<file path="config.mk">
export PLATFORM = sky130hd
export DESIGN_NAME = ps2_text_cursor_ctrl
export DESIGN_NICKNAME = d
export VERILOG_FILES = /design/src/rtl/ps2_text_cursor_ctrl.sv
export SDC_FILE = /design/constraint.sdc
export NUM_CORES = 1
export LEC_CHECK = 0
export BUFFER_PORTS_ARGS = -buffer_cell sky130_fd_sc_hd__buf_4
export CAP_MARGIN = 20
export CELL_PAD_IN_SITES_DETAIL_PLACEMENT = 1
export CELL_PAD_IN_SITES_GLOBAL_PLACEMENT = 2
export CORE_MARGIN = 2
export CORE_UTILIZATION = 30
export CTS_CLUSTER_SIZE = 20
export DETAILED_ROUTE_END_ITERATION = 10
export PLACE_DENSITY = 0.72
export RECOVER_POWER = 25
export SLEW_MARGIN = 15
export SYNTH_ARGS = -nofsm -noshare
export SYNTH_HDL_FRONTEND = slang
export SYNTH_SLANG_ARGS = --single-unit
export TNS_END_PERCENT = 30
</file>
<file path="constraint.sdc">
create_clock -name iCLK -period 4.6 [get_ports iCLK]
set_clock_uncertainty 0.1 [all_clocks]
set_input_delay 0.23 -clock iCLK [delete_from_list [all_inputs] [get_ports iCLK]]
set_output_delay 0.23 -clock iCLK [all_outputs]
set_load 0.1 [all_outputs]
</file>
<file path="src/rtl/ps2_text_cursor_ctrl.sv">
// Text-entry controller: turns decoded ASCII characters into character-RAM
// writes, tracks the text cursor on a COLS x ROWS grid, and sweeps the whole
// buffer with BLANK after reset and on ESC.
module ps2_text_cursor_ctrl #(
  parameter int unsigned COLS  = 16,
  parameter int unsigned ROWS  = 12,
  parameter int unsigned CELL  = 40,
  parameter logic [7:0]  BLANK = 8'h20
) (
  input  logic       iCLK,
  input  logic       iRST_N,
  input  logic [7:0] iAscii,
  input  logic       iValid,
  output logic       oReady,
  output logic       oWr_En,
  output logic [7:0] oWr_Addr,
  output logic [7:0] oWr_Data,
  output logic [9:0] oCur_X,
  output logic [9:0] oCur_Y
);

  localparam int unsigned AW    = 8;
  localparam int unsigned PW    = 10;
  localparam int unsigned CW    = $clog2(COLS);
  localparam int unsigned RW    = $clog2(ROWS);
  localparam int unsigned CELLS = COLS * ROWS;

  localparam logic [0:0] ST_CLEAR = 1'b0;
  localparam logic [0:0] ST_IDLE  = 1'b1;

  localparam logic [7:0] CH_BS  = 8'h08;
  localparam logic [7:0] CH_CR  = 8'h0D;
  localparam logic [7:0] CH_ESC = 8'h1B;
  localparam logic [7:0] CH_LO  = 8'h20;
  localparam logic [7:0] CH_HI  = 8'h7E;

  localparam logic [CW-1:0] COL_MAX   = CW'(COLS - 1);
  localparam logic [RW-1:0] ROW_MAX   = RW'(ROWS - 1);
  localparam logic [AW-1:0] LAST_ADDR = AW'(CELLS - 1);
  localparam logic [AW-1:0] COLS_A    = AW'(COLS);
  localparam logic [PW-1:0] CELL_P    = PW'(CELL);

  logic [0:0]    state_q,   state_d;
  logic [AW-1:0] clr_cnt_q, clr_cnt_d;
  logic [CW-1:0] col_q,     col_d;
  logic [RW-1:0] row_q,     row_d;
  logic          ready_q,   ready_d;
  logic          wr_en_q,   wr_en_d;
  logic [AW-1:0] wr_addr_q, wr_addr_d;
  logic [7:0]    wr_data_q, wr_data_d;
  logic [PW-1:0] cur_x_q,   cur_x_d;
  logic [PW-1:0] cur_y_q,   cur_y_d;

  logic          accept;
  logic [CW-1:0] adv_col, ret_col;
  logic [RW-1:0] adv_row, ret_row, nl_row;
  logic [AW-1:0] cur_addr, ret_addr;

  // Cursor neighbours: next cell (advance), previous cell (retreat), next line
  always_comb begin
    adv_col = col_q + CW'(1);
    adv_row = row_q;
    if (col_q == COL_MAX) begin
      adv_col = '0;
      adv_row = (row_q == ROW_MAX) ? '0 : row_q + RW'(1);
    end

    ret_col = col_q;
    ret_row = row_q;
    if (col_q != '0) begin
      ret_col = col_q - CW'(1);
    end else if (row_q != '0) begin
      ret_col = COL_MAX;
      ret_row = row_q - RW'(1);
    end

    nl_row   = (row_q == ROW_MAX) ? '0 : row_q + RW'(1);
    cur_addr = AW'(row_q) * COLS_A + AW'(col_q);
    ret_addr = AW'(ret_row) * COLS_A + AW'(ret_col);
  end

  assign accept = (state_q == ST_IDLE) && iValid && ready_q;

  // Next-state and registered-output logic for the CLEAR/IDLE controller
  always_comb begin
    state_d   = state_q;
    clr_cnt_d = clr_cnt_q;
    col_d     = col_q;
    row_d     = row_q;
    ready_d   = ready_q;
    wr_en_d   = 1'b0;
    wr_addr_d = wr_addr_q;
    wr_data_d = wr_data_q;

    case (state_q)
      ST_CLEAR: begin
        wr_en_d   = 1'b1;
        wr_addr_d = clr_cnt_q;
        wr_data_d = BLANK;
        clr_cnt_d = clr_cnt_q + AW'(1);
        if (clr_cnt_q == LAST_ADDR) begin
          state_d = ST_IDLE;
          ready_d = 1'b1;
        end
      end
      ST_IDLE: begin
        if (accept) begin
          if (iAscii >= CH_LO && iAscii <= CH_HI) begin
            wr_en_d   = 1'b1;
            wr_addr_d = cur_addr;
            wr_data_d = iAscii;
            col_d     = adv_col;
            row_d     = adv_row;
          end else if (iAscii == CH_BS) begin
            // At the origin the retreat is a no-op but the blank still lands at 0
            wr_en_d   = 1'b1;
            wr_addr_d = ret_addr;
            wr_data_d = BLANK;
            col_d     = ret_col;
            row_d     = ret_row;
          end else if (iAscii == CH_CR) begin
            col_d = '0;
            row_d = nl_row;
          end else if (iAscii == CH_ESC) begin
            state_d   = ST_CLEAR;
            clr_cnt_d = '0;
            col_d     = '0;
            row_d     = '0;
            ready_d   = 1'b0;
          end
        end
      end
      default: begin
        state_d = ST_CLEAR;
      end
    endcase

    cur_x_d = PW'(col_d) * CELL_P;
    cur_y_d = PW'(row_d) * CELL_P;
  end

  // State and output registers
  always_ff @(posedge iCLK or negedge iRST_N) begin
    if (!iRST_N) begin
      state_q   <= ST_CLEAR;
      clr_cnt_q <= '0;
      col_q     <= '0;
      row_q     <= '0;
      ready_q   <= 1'b0;
      wr_en_q   <= 1'b0;
      wr_addr_q <= '0;
      wr_data_q <= '0;
      cur_x_q   <= '0;
      cur_y_q   <= '0;
    end else begin
      state_q   <= state_d;
      clr_cnt_q <= clr_cnt_d;
      col_q     <= col_d;
      row_q     <= row_d;
      ready_q   <= ready_d;
      wr_en_q   <= wr_en_d;
      wr_addr_q <= wr_addr_d;
      wr_data_q <= wr_data_d;
      cur_x_q   <= cur_x_d;
      cur_y_q   <= cur_y_d;
    end
  end

  assign oReady   = ready_q;
  assign oWr_En   = wr_en_q;
  assign oWr_Addr = wr_addr_q;
  assign oWr_Data = wr_data_q;
  assign oCur_X   = cur_x_q;
  assign oCur_Y   = cur_y_q;

endmodule

</file>
# Yosys cells after proc, flatten, opt, wreduce, memory -nomap -nowiden
# Cells that the tools add are included.
# totals
ff_bits	49
out_inout_bits	38
# op_classes
bitwise	1
addsub	7
n_eq_ne	13
n_mul	2
n_lt_le_gt_ge	2
n_reduce_logical	8
muxes	51
# op_table
operator	count
8-bit 2-to-1 mux	11
4-bit 2-to-1 mux	19
8-bit one-hot mux with 2 select lines	3
8-bit by 4-bit adder with 8-bit output	2
8-bit by 4-bit equality test with 1-bit output, second input constant	2
1-bit 2-to-1 mux	15
4-bit by 3-bit multiplier with 7-bit output, second input constant	2
4-bit by 1-bit adder with 4-bit output, second input constant	2
8-bit by 1-bit adder with 8-bit output, second input constant	1
4-bit equality test, second input constant	2
8-bit by 5-bit equality test with 1-bit output, second input constant	1
8-bit equality test, second input constant	1
8-bit by 6-bit >= comparator with 1-bit output, second input constant	1
8-bit by 7-bit less-or-equal comparator with 1-bit output, second input constant	1
2-bit inequality test, second input constant	4
4-bit nonzero test	2
4-bit by 1-bit subtractor with 4-bit output, second input constant	2
1-bit one-hot mux with 2 select lines	3
6-bit AND reduction	1
5-bit AND reduction	1
2-bit by 1-bit inequality test with 1-bit output, second input constant	2
1-bit logical AND	3
3-bit by 1-bit inequality test with 1-bit output, second input constant	1
2-bit AND reduction	1
1-bit NOT	1

# Longest topological paths before layout
# Gate-level depths: netlist of run 1.
# logic_depth
ltp_word	8
depth_mapped	14

# Least setup slack after synthesis of run 1
# No wires, ideal clock.
# synth_path
path_type	register to register
start	register col_q[0]
end	register cur_y_q[8], in the netlist oCur_Y[8]
setup_ps	132
required_ps	4368
stages_incl_launch_ff	14
arrival_time_ps	3315
slack_ps	1054
synth_period_minus_slack_ps	3546
path_cell_list	dfrtp_1 -> clkbuf_1 -> inv_1 -> ha_1 -> or3b_1 -> buf_2 -> or4_4 -> mux2_4 -> o21ai_2 -> o22ai_2 -> ha_1 -> ha_1 -> fa_1 -> xor2_1
# synth_between
elab_chain_cells	7
word_cells_on_any_way	9
# synth_rtl
element	line	text
from (decl)	45	logic [CW-1:0] col_q, col_d;
from (signal assigned)	158	col_q <= col_d;
4-bit nonzero test	70	if (col_q != '0) begin
4-bit 2-to-1 mux	70	
4-bit 2-to-1 mux	114	end else if (iAscii == CH_BS) begin
4-bit 2-to-1 mux *	108	if (iAscii >= CH_LO && iAscii <= CH_HI) begin
4-bit 2-to-1 mux *	107	if (accept) begin
4-bit 2-to-1 mux *	95	case (state_q)
named net row_d[3]	46	logic [RW-1:0] row_q, row_d;
4-bit by 3-bit multiplier with 7-bit output *	139	cur_y_d = PW'(row_d) * CELL_P;
named net cur_y_d[8]	52	logic [PW-1:0] cur_y_q, cur_y_d;
to (signal assigned)	165	cur_y_q <= cur_y_d;
to (decl)	52	
# The timed path passes the listed nets; every way through them passes the cells marked *.
# A chain may end at the register's enable or synchronous reset.

# Final worst setup path of run 1
# Ends and elaborated chain as after synthesis.

==> impl_metrics.ini, run 1 <==
[timing]
worst_slew_pin_slew_ns = 2.54
tns_ns = 0
setup_slack_ns = 0.898
period_minus_slack_ns = 3.70
timing.hold.ws_ns = 0.143
slew_violations = 46
hold_viol = 0
setup_viol_count_final = 0
rsz0062_at_grt = false
fmax_ghz = 0.270
fin_crit_sh = 0.805
slew_headroom = -0.696

[clocking]
path_clk_slew_ns = 0.09
cts.repair.resized = 0
cts_root_buf = clkbuf_8
cts_buffers = 5
numClockSinks = 45
cts_buffer_depth = 2
clkLatencyLatePin_ns = 0.30
postCtsSetupBuffers = 0
cts_tree = built
htreeDepth = 2

[synthesis]
synthMuxAreaShare = 0.0174
synthArstFlopShare = 1.00
synth_area_sq_mm = 0.00274
yosysWarnings = 0
synth.distinct_cells = 56
yosys.area_share.simple = 0.176
synth-edff-count = 0
synth_top_cell_area_share = 0.411
ys.flop_type = dfrtp_1
synth_compound_area_frac = 0.227
synth_top_area_cell = dfrtp_1
syn-instance-count = 307
synthTopCellsByCount = dfrtp_1, nand2_1, a21oi_1
synth_top_family_by_area = compound AO/OA/AOI/OAI gates
yosysMostFrequentCell = dfrtp_1
syn_area_per_cell_sq_um = 8.92
synth-xor-area-share = 0.0160
ys_top_cells_by_area = dfrtp_1, ha_1, a21oi_1
synth_seq_cells = 45
yosysSeqAreaShare = 0.411
synth_fa_ha_area_frac = 0.0740

[worst_hold_path]
worstHoldStart = iAscii[0]
hold_path.class = in2reg
holdPathStages = 3
holdPathEnd = oWr_Data[0]

[worst_setup_path]
cp-startpoint = col_q[0]
start_kind = flip-flop
crit_path_max_incr_delay_ns = 0.50
worstSetupEndpointType = flip-flop
reg2reg_to = oCur_Y[8]
path_cells = inv_1 -> ha_1 -> or3b_1 -> or4_4 -> mux2_4 -> o21ai_2 -> o22ai_2 -> ha_1 -> ha_1 -> fa_1 -> xor2_1
cp_slowest_cell = dfrtp_1
path_class = reg2reg
crit_top_cell = ha_1
r2r-start = col_q[0]
rr_worst_depth = 11
path_max_fanout = 10
required_ns = 4.68
arrival_ns = 3.78
ff2ff_setup_slack_ns = 0.90

[drt]
drtIter0Drc = 63
wirelength_mm = 7.77
num_vias = 2394
via_per_inst = 5.36
avgRoutedWirePerCell_microns = 17.4
drc = 0
drt_pre_antenna_iters = 4
postRouteAntennaNets = 0

[floorplan]
core_area_sq_mm = 0.00881
die_y_microns = 99.6
fp.dieW_microns = 99.6
dieArea_sq_mm = 0.00991
num_rows = 34
initial_core_util = 0.311
ios = 49

[finish]
antennaDiodeCount = 0
syn_to_final_growth_pct = 17.5
num-fill-cells = 1036
final_cell_area_sq_mm = 0.00322
final_util = 0.366
stdcell_count = 447
drive_gt1_frac = 0.186
nets = 364

[place]
dp.cells = 438
post-place-ws_ns = 0.904
dpl.hpwl_mm = 5.67
placed_cell_area_sq_mm = 0.00308
place_congestion = 0.870
port_buffers = 42

[grt]
grt_max_degree = 46
first_global_vias = 2552
use_met3 = 0.0253
grt_use_total = 0.163
grt_pass1_wl_mm = 13.0
grtUsageMet2 = 0.270
grt-ovfl-total = 0
use_met1 = 0.221
grt_busiest_layer = met2
grt_antenna_before_repair = 0

[power_and_ir_drop]
power_mw = 2.37
power.share.sequential = 0.282
powerDensity_mw_per_mm2 = 737
ir_drop_mv = 0.367
netSwitchingPower_mw = 1.31
p_leak_nw = 1.42
comb_power_share = 0.564
clkPwrFrac = 0.153
power.share.switching = 0.551
intPower_mw = 1.07

[run]
drv_cap = 1

[run_status]
status = finished with violations
failed_checks = max-capacitance violations, max-slew violations
cells in the final DEF, fill, tap and decap left out, types with 4 or more instances in the layout:
| cell | n |
|---|---|
| a21oi_1 | 25 |
| inv_1 | 18 |
| nor2_1 | 22 |
| nand3_1 | 16 |
| a31oi_1 | 4 |
| dfrtp_1 | 45 |
| nor3_1 | 5 |
| a21o_1 | 4 |
| o22ai_1 | 10 |
| o21ai_0 | 21 |
| clkbuf_8 | 5 |
| buf_4 | 43 |
| o31ai_1 | 4 |
| conb_1 | 6 |
| nand2_1 | 28 |
| a21boi_0 | 7 |
| ha_1 | 13 |
critical path: cells and delay by family (launching register included):
family          cells  cell delay (ns)
xor+xnor            1             0.17
buf+inv             1             0.14
compound gates      2             0.24
flops               1             0.50
mux                 1             0.32
simple gates        2             0.96
fa+ha+maj           4             1.17
how the worst max path moves through the flow:
stage,cells after the start,to,slack (ns)
3_3_place_gp,11,oCur_Y[8],0.98
4_1_cts,11,oCur_Y[8],0.89
3_5_place_dp,11,oCur_Y[8],0.90
5_1_grt,11,oCur_Y[8],0.68
6_report,11,oCur_Y[8],0.90
2_1_floorplan,13,oCur_Y[8],1.05
area by class of cell:
type                            instances  area, sq um  area share
Tap cell                              108          135      0.0420
Clock buffer                            5         68.8      0.0214
Clock inverter                          3         65.1      0.0202
Multi-Input combinational cell        223         1420       0.441
Timing Repair Buffer                   45          337       0.105
Sequential cell                        45         1130       0.350
Inverter                               18         67.6      0.0210
state kept, by name, summed over array words and instances, names as in the netlist:
name       flops
oCur_X         5
col_q          4
oWr_Data       8
state_q        1
clr_cnt_q      8
oWr_En         1
oWr_Addr       8
oCur_Y         5
oReady         1
row_q          4
power groups by stage:
stage	clock network (mW)	registers [mW]	logic (mW)
CTS	0.375	0.669	1.35
global placement	0	0.671	1.33
global route	0.386	0.697	1.43
detailed placement	0	0.677	1.35
floorplan	0	1.18	0.556
finish	0.364	0.670	1.34
timing repair:
item	in CTS	in global routing
setup endpoints to repair	0	0
hold buffers	1	0
hold endpoints to repair	45	0
cell families after synthesis:
group | after synthesis
AOI/OAI and AO/OA | 97
and+or+nand+nor | 96
DFF | 45
buffers and inverters | 44
adders and majority gates | 15
xor gates and xnor gates | 5
muxes | 4
other | 1
routing by layer:
layer | vias up | wire (microns) | part of all wire
li1 | 1143 | - | -
met4 | 0 | 142 | 0.018
met2 | 41 | 3750 | 0.48
met3 | 12 | 242 | 0.031
met1 | 1198 | 3640 | 0.47
met5 | - | 0 | 0
Power figures use the tool's default switching activity.
==> run 2, diff against run 1 <==
--- a/config.mk
+++ b/config.mk
@@ -13,7 +13,7 @@
 export CORE_UTILIZATION = 30
 export CTS_CLUSTER_SIZE = 20
 export DETAILED_ROUTE_END_ITERATION = 10
-export PLACE_DENSITY = 0.72
+export PLACE_DENSITY = 0.75
 export RECOVER_POWER = 25
 export SLEW_MARGIN = 15
 export SYNTH_ARGS = -nofsm -noshare
==> constraint.sdc (replaced) <==
create_clock -name iCLK -period 3.4 [get_ports iCLK]
set_clock_uncertainty 0.1 [all_clocks]
set_input_delay 0.17 -clock iCLK [delete_from_list [all_inputs] [get_ports iCLK]]
set_output_delay 0.17 -clock iCLK [all_outputs]
set_load 0.1 [all_outputs]
==> run 2 against run 1 <==
The flow still finishes with violations (max-capacitance violations, max-slew violations); wire length up 1.9%; combinational power up 49%; critical path depth unchanged; power up 33%; register-to-register slack worse by 0.75 ns; global-route usage up 0.064 points; largest power group unchanged; highest routed layer unchanged.
==> impl_metrics.ini, run 2 (same netlist as run 1, synthesis figures left out) <==
[finish]
final_util = 0.378
drive_gt1_frac = 0.241
layout_commonest_cell = buf_4
num-fill-cells = 1042
most-common-layout-cells = buf_4, dfrtp_1, nand2_1
antennaDiodeCount = 0
nets = 382
syn_to_final_growth_pct = 21.6

[clocking]
numClockSinks = 45
cts_buffers = 5
postCtsSetupBuffers = 0
cts_root_buf = clkbuf_8
cts_tree = built
cts_buffer_depth = 2
htreeDepth = 2
path_clk_slew_ns = 0.09
clkLatencyLatePin_ns = 0.30

[place]
dpl.hpwl_mm = 5.90
post-place-ws_ns = 0.147
place_congestion = 0.837
port_buffers = 42

[worst_setup_path]
path_max_fanout = 5
worstSetupEndpointType = flip-flop
rr_worst_depth = 11
required_ns = 3.48
start_kind = flip-flop
cp_slowest_cell = or4_4
arrival_ns = 3.33
path_class = reg2reg
crit_path_max_incr_delay_ns = 0.44
path_cells = inv_1 -> ha_4 -> or3b_1 -> or4_4 -> mux2_4 -> o21ai_2 -> o22ai_2 -> ha_1 -> ha_2 -> fa_2 -> xor2_1

[power_and_ir_drop]
netSwitchingPower_mw = 1.79
clkPwrFrac = 0.108
power.share.switching = 0.566
power.share.sequential = 0.263
comb_power_share = 0.630
powerDensity_mw_per_mm2 = 951
intPower_mw = 1.38
ir_drop_mv = 0.395
power_mw = 3.17
p_leak_nw = 1.49

[drt]
drt_pre_antenna_iters = 4
via_per_inst = 5.33
postRouteAntennaNets = 0
drtIter0Drc = 98
drc = 0
wirelength_mm = 7.92
num_vias = 2480
avgRoutedWirePerCell_microns = 17.0

[floorplan]
initial_core_util = 0.311
ios = 49
num_rows = 34
fp.dieW_microns = 99.6
dieArea_sq_mm = 0.00991
core_area_sq_mm = 0.00881
die_y_microns = 99.6

[grt]
grt-ovfl-total = 0
grt_antenna_before_repair = 0
grt_max_degree = 46
grt_use_total = 0.164
first_global_vias = 2566
grt_pass1_wl_mm = 13.0

[timing]
setup_viol_count_final = 0
rsz0062_at_grt = false
fmax_ghz = 0.308
hold_viol = 0
slew_violations = 46
setup_slack_ns = 0.149
period_minus_slack_ns = 3.25
slew_headroom = -0.657
worst_slew_pin_slew_ns = 2.49
fin_crit_sh = 0.956
tns_ns = 0

[worst_hold_path]
holdPathStages = 3
hold_path.class = in2reg

[run_status]
failed_checks = max-capacitance violations, max-slew violations
status = finished with violations

[run]
drv_cap = 1
## run 2: final cells by class
type                       instances  area, sq um  area share
clock buffer                       5         68.8      0.0207
clock inverter                     3         17.5     0.00526
inverter                          18         67.6      0.0203
multi-input combinational        223         1440       0.433
sequential                        45         1130       0.338
tap                              108          135      0.0406
timing repair buffer              63          472       0.142
## run 2: stage by stage
stage	hold slack (ns)	cell area [sq um]	std cells
after global placement	0.127	3230	456
after CTS	0.0539	3330	465
final	0.0625	3330	465
after floorplan	-0.226	2790	312
after detailed placement	0.123	3230	456
after global routing	0.0647	3330	465
## run 2: worst paths after layout
kind                              start      endpoint  slack (ns)
setup / recovery               col_q[1]     oCur_Y[8]        0.15
hold / removal                iAscii[0]   oWr_Data[0]        0.06
setup reg to reg               col_q[1]     oCur_Y[8]        0.15
hold reg to reg            clr_cnt_q[4]  clr_cnt_q[4]        0.39
max in group asynchronous        iRST_N      row_q[3]        0.73
min in group asynchronous        iRST_N   oWr_Addr[0]        1.08
## run 2: repair_timing
action / in CTS / in global routing
hold buffers: 1 / 0
setup endpoints to repair: 0 / 2
resized for setup: 0 / 1
hold endpoints to repair: 45 / 0
## run 2: power by group through the flow
| stage | clock network, mW | logic, mW | registers (mW) |
|---|---|---|---|
| final | 0.341 | 1.99 | 0.832 |
| after global routing | 0.365 | 2.13 | 0.860 |
| after CTS | 0.349 | 2.01 | 0.834 |
| after detailed placement | 0 | 2.01 | 0.843 |
| after global placement | 0 | 1.98 | 0.839 |
| after floorplan | 0 | 0.778 | 1.59 |
## run 2: per-layer routing
layer  GRT usage  vias to the layer above  part of all wire
met2       0.274                       50              0.49
li1            -                     1184                 -
met3      0.0260                        8             0.038
met5           0                        -                 0
met4      0.0295                        0             0.010
met1       0.226                     1238              0.46
## run 2: worst max-delay path, delay by kind of cell (launching register included)
kind | cells | cell delay (ns)
buffers and inverters | 1 | 0.10
flip-flops | 1 | 0.39
AO/OA/AOI/OAI | 2 | 0.25
AND/OR/NAND/NOR | 2 | 0.82
multiplexers | 1 | 0.31
XOR/XNOR | 1 | 0.17
adder cells (fa/ha/maj) | 4 | 0.99
==> run 3, diff against run 2 <==
--- a/config.mk
+++ b/config.mk
@@ -15,6 +15,7 @@
 export DETAILED_ROUTE_END_ITERATION = 10
 export PLACE_DENSITY = 0.75
 export RECOVER_POWER = 25
+export SETUP_SLACK_MARGIN = 0.3
 export SLEW_MARGIN = 15
 export SYNTH_ARGS = -nofsm -noshare
 export SYNTH_HDL_FRONTEND = slang
==> run 3 against run 2 <==
The run still ends with max-capacitance violations, max-slew violations left; clock power rose by 23%; sequential power rose by 1%; utilization rose by 1.3 points; combinational power rose by 4%; global-route usage fell by 0.27 points; power rose by 5.0%; critical endpoint unchanged; largest cell class unchanged; highest routed layer unchanged.
==> impl_metrics.ini, run 3 (same netlist as run 1, synthesis figures left out) <==
[run_status]
status = finished with violations
failed_checks = max-capacitance violations, max-slew violations

[finish]
antennaDiodeCount = 0
drive_gt1_frac = 0.266
layout_commonest_cell = buf_4
num-fill-cells = 1043
most-common-layout-cells = buf_4, dfrtp_1, nand2_1
nets = 386
syn_to_final_growth_pct = 25.8
stdcell_count = 469

[power_and_ir_drop]
p_leak_nw = 1.53
powerDensity_mw_per_mm2 = 965
comb_power_share = 0.620
intPower_mw = 1.50
power.share.switching = 0.549
power.share.sequential = 0.254
clkPwrFrac = 0.126
ir_drop_mv = 0.512
netSwitchingPower_mw = 1.82

[timing]
hold_viol = 0
slew_headroom = -0.738
worst_slew_pin_slew_ns = 2.61
tns_ns = 0
setup_slack_ns = 0.212
fmax_ghz = 0.314
fin_crit_sh = 0.938
rsz0062_at_grt = true
period_minus_slack_ns = 3.19
slew_violations = 46
setup_viol_count_final = 0

[clocking]
path_clk_slew_ns = 0.10
cts_root_buf = clkbuf_8
numClockSinks = 45
htreeDepth = 2
cts_buffer_depth = 2
cts_tree = built
cts_buffers = 5
clkLatencyLatePin_ns = 0.30

[grt]
grt_use_total = 0.161
grt_antenna_before_repair = 0
grt_pass1_wl_mm = 12.8
grt_max_degree = 46
grt-ovfl-total = 0
first_global_vias = 2511

[worst_setup_path]
arrival_ns = 3.28
rr_worst_depth = 11
required_ns = 3.49
path_max_fanout = 4
worstSetupEndpointType = flip-flop
r2r-start = col_q[0]
ff2ff_setup_slack_ns = 0.21
start_kind = flip-flop
cp-endpoint = oCur_Y[8]
reg2reg_to = oCur_Y[8]
cp-startpoint = col_q[0]
path_class = reg2reg

[place]
dp.cells = 455
place_congestion = 0.902
port_buffers = 42
dpl.hpwl_mm = 5.83
post-place-ws_ns = 0.107

[floorplan]
fp.dieW_microns = 99.6
initial_core_util = 0.311
core_area_sq_mm = 0.00881
ios = 49
dieArea_sq_mm = 0.00991
die_y_microns = 99.6
num_rows = 34

[drt]
via_per_inst = 5.31
drt_pre_antenna_iters = 4
drc = 0
postRouteAntennaNets = 0
num_vias = 2492
wirelength_mm = 7.96
avgRoutedWirePerCell_microns = 17.0
drtIter0Drc = 111

[run]
drv_cap = 1

[worst_hold_path]
hold_path.class = in2reg
run 3: metrics by stage:
stage	utilization	cell area [sq um]	total power [mW]	hold WS (ns)
floorplan	-	2790	2.38	-0.226
global placement	0.366	3230	2.81	0.122
detailed placement	0.366	3230	2.84	0.125
CTS	0.383	3370	3.28	0.0627
global route	0.391	3440	3.52	0.0805
finish	0.391	3440	3.33	0.0702
run 3: worst min path at each step:
stage / startpoint / endpoint / slack [ns] / cells past startpoint
2_1_floorplan: iRST_N / clr_cnt_q[0] / -0.23 / 0
3_5_place_dp: iRST_N / oWr_Data[7] / 0.12 / 1
3_3_place_gp: iRST_N / oWr_Data[4] / 0.12 / 1
4_1_cts: iAscii[3] / oWr_Data[3] / 0.06 / 3
5_1_grt: iAscii[0] / oWr_Data[0] / 0.08 / 3
6_report: iAscii[3] / oWr_Data[3] / 0.07 / 3
run 3: power groups by stage:
stage	combinational (mW)	clock [mW]	sequential, mW
2_1_floorplan	0.782	0	1.59
4_1_cts	2.00	0.434	0.844
6_report	2.06	0.419	0.843
3_3_place_gp	1.96	0	0.847
3_5_place_dp	1.99	0	0.849
5_1_grt	2.20	0.448	0.871
run 3: layer usage:
layer	global-route usage	up-vias	share of wire
li1	-	1194	-
met1	0.222	1245	0.47
met2	0.266	44	0.49
met3	0.0211	9	0.031
met4	0.0443	0	0.012
met5	0	-	0
run 3: cell type report:
type | count | area, sq um | share of cell area
Clock buffer | 5 | 68.8 | 0.0200
Clock inverter | 3 | 46.3 | 0.0134
Inverter | 18 | 70.1 | 0.0203
Multi-Input combinational cell | 223 | 1500 | 0.434
Sequential cell | 45 | 1130 | 0.327
Tap cell | 108 | 135 | 0.0392
Timing Repair Buffer | 67 | 502 | 0.146
run 3: what timing repair did:
item                       CTS  global route
gates resized for setup      3             7
hold endpoints to repair    45             0
setup buffers                1             4
setup endpoints to repair    5             5
pin swaps                    2             5
hold buffers                 1             0
run 3: worst max-delay path: stages, from the launching register on:
cell	delay (ns)
dfrtp_1	0.42
inv_4	0.08
ha_4	0.14
or3b_4	0.37
or4_4	0.43
mux2_4	0.31
o21ai_2	0.14
o22ai_2	0.13
ha_4	0.24
ha_4	0.16
fa_2	0.38
xor2_1	0.17
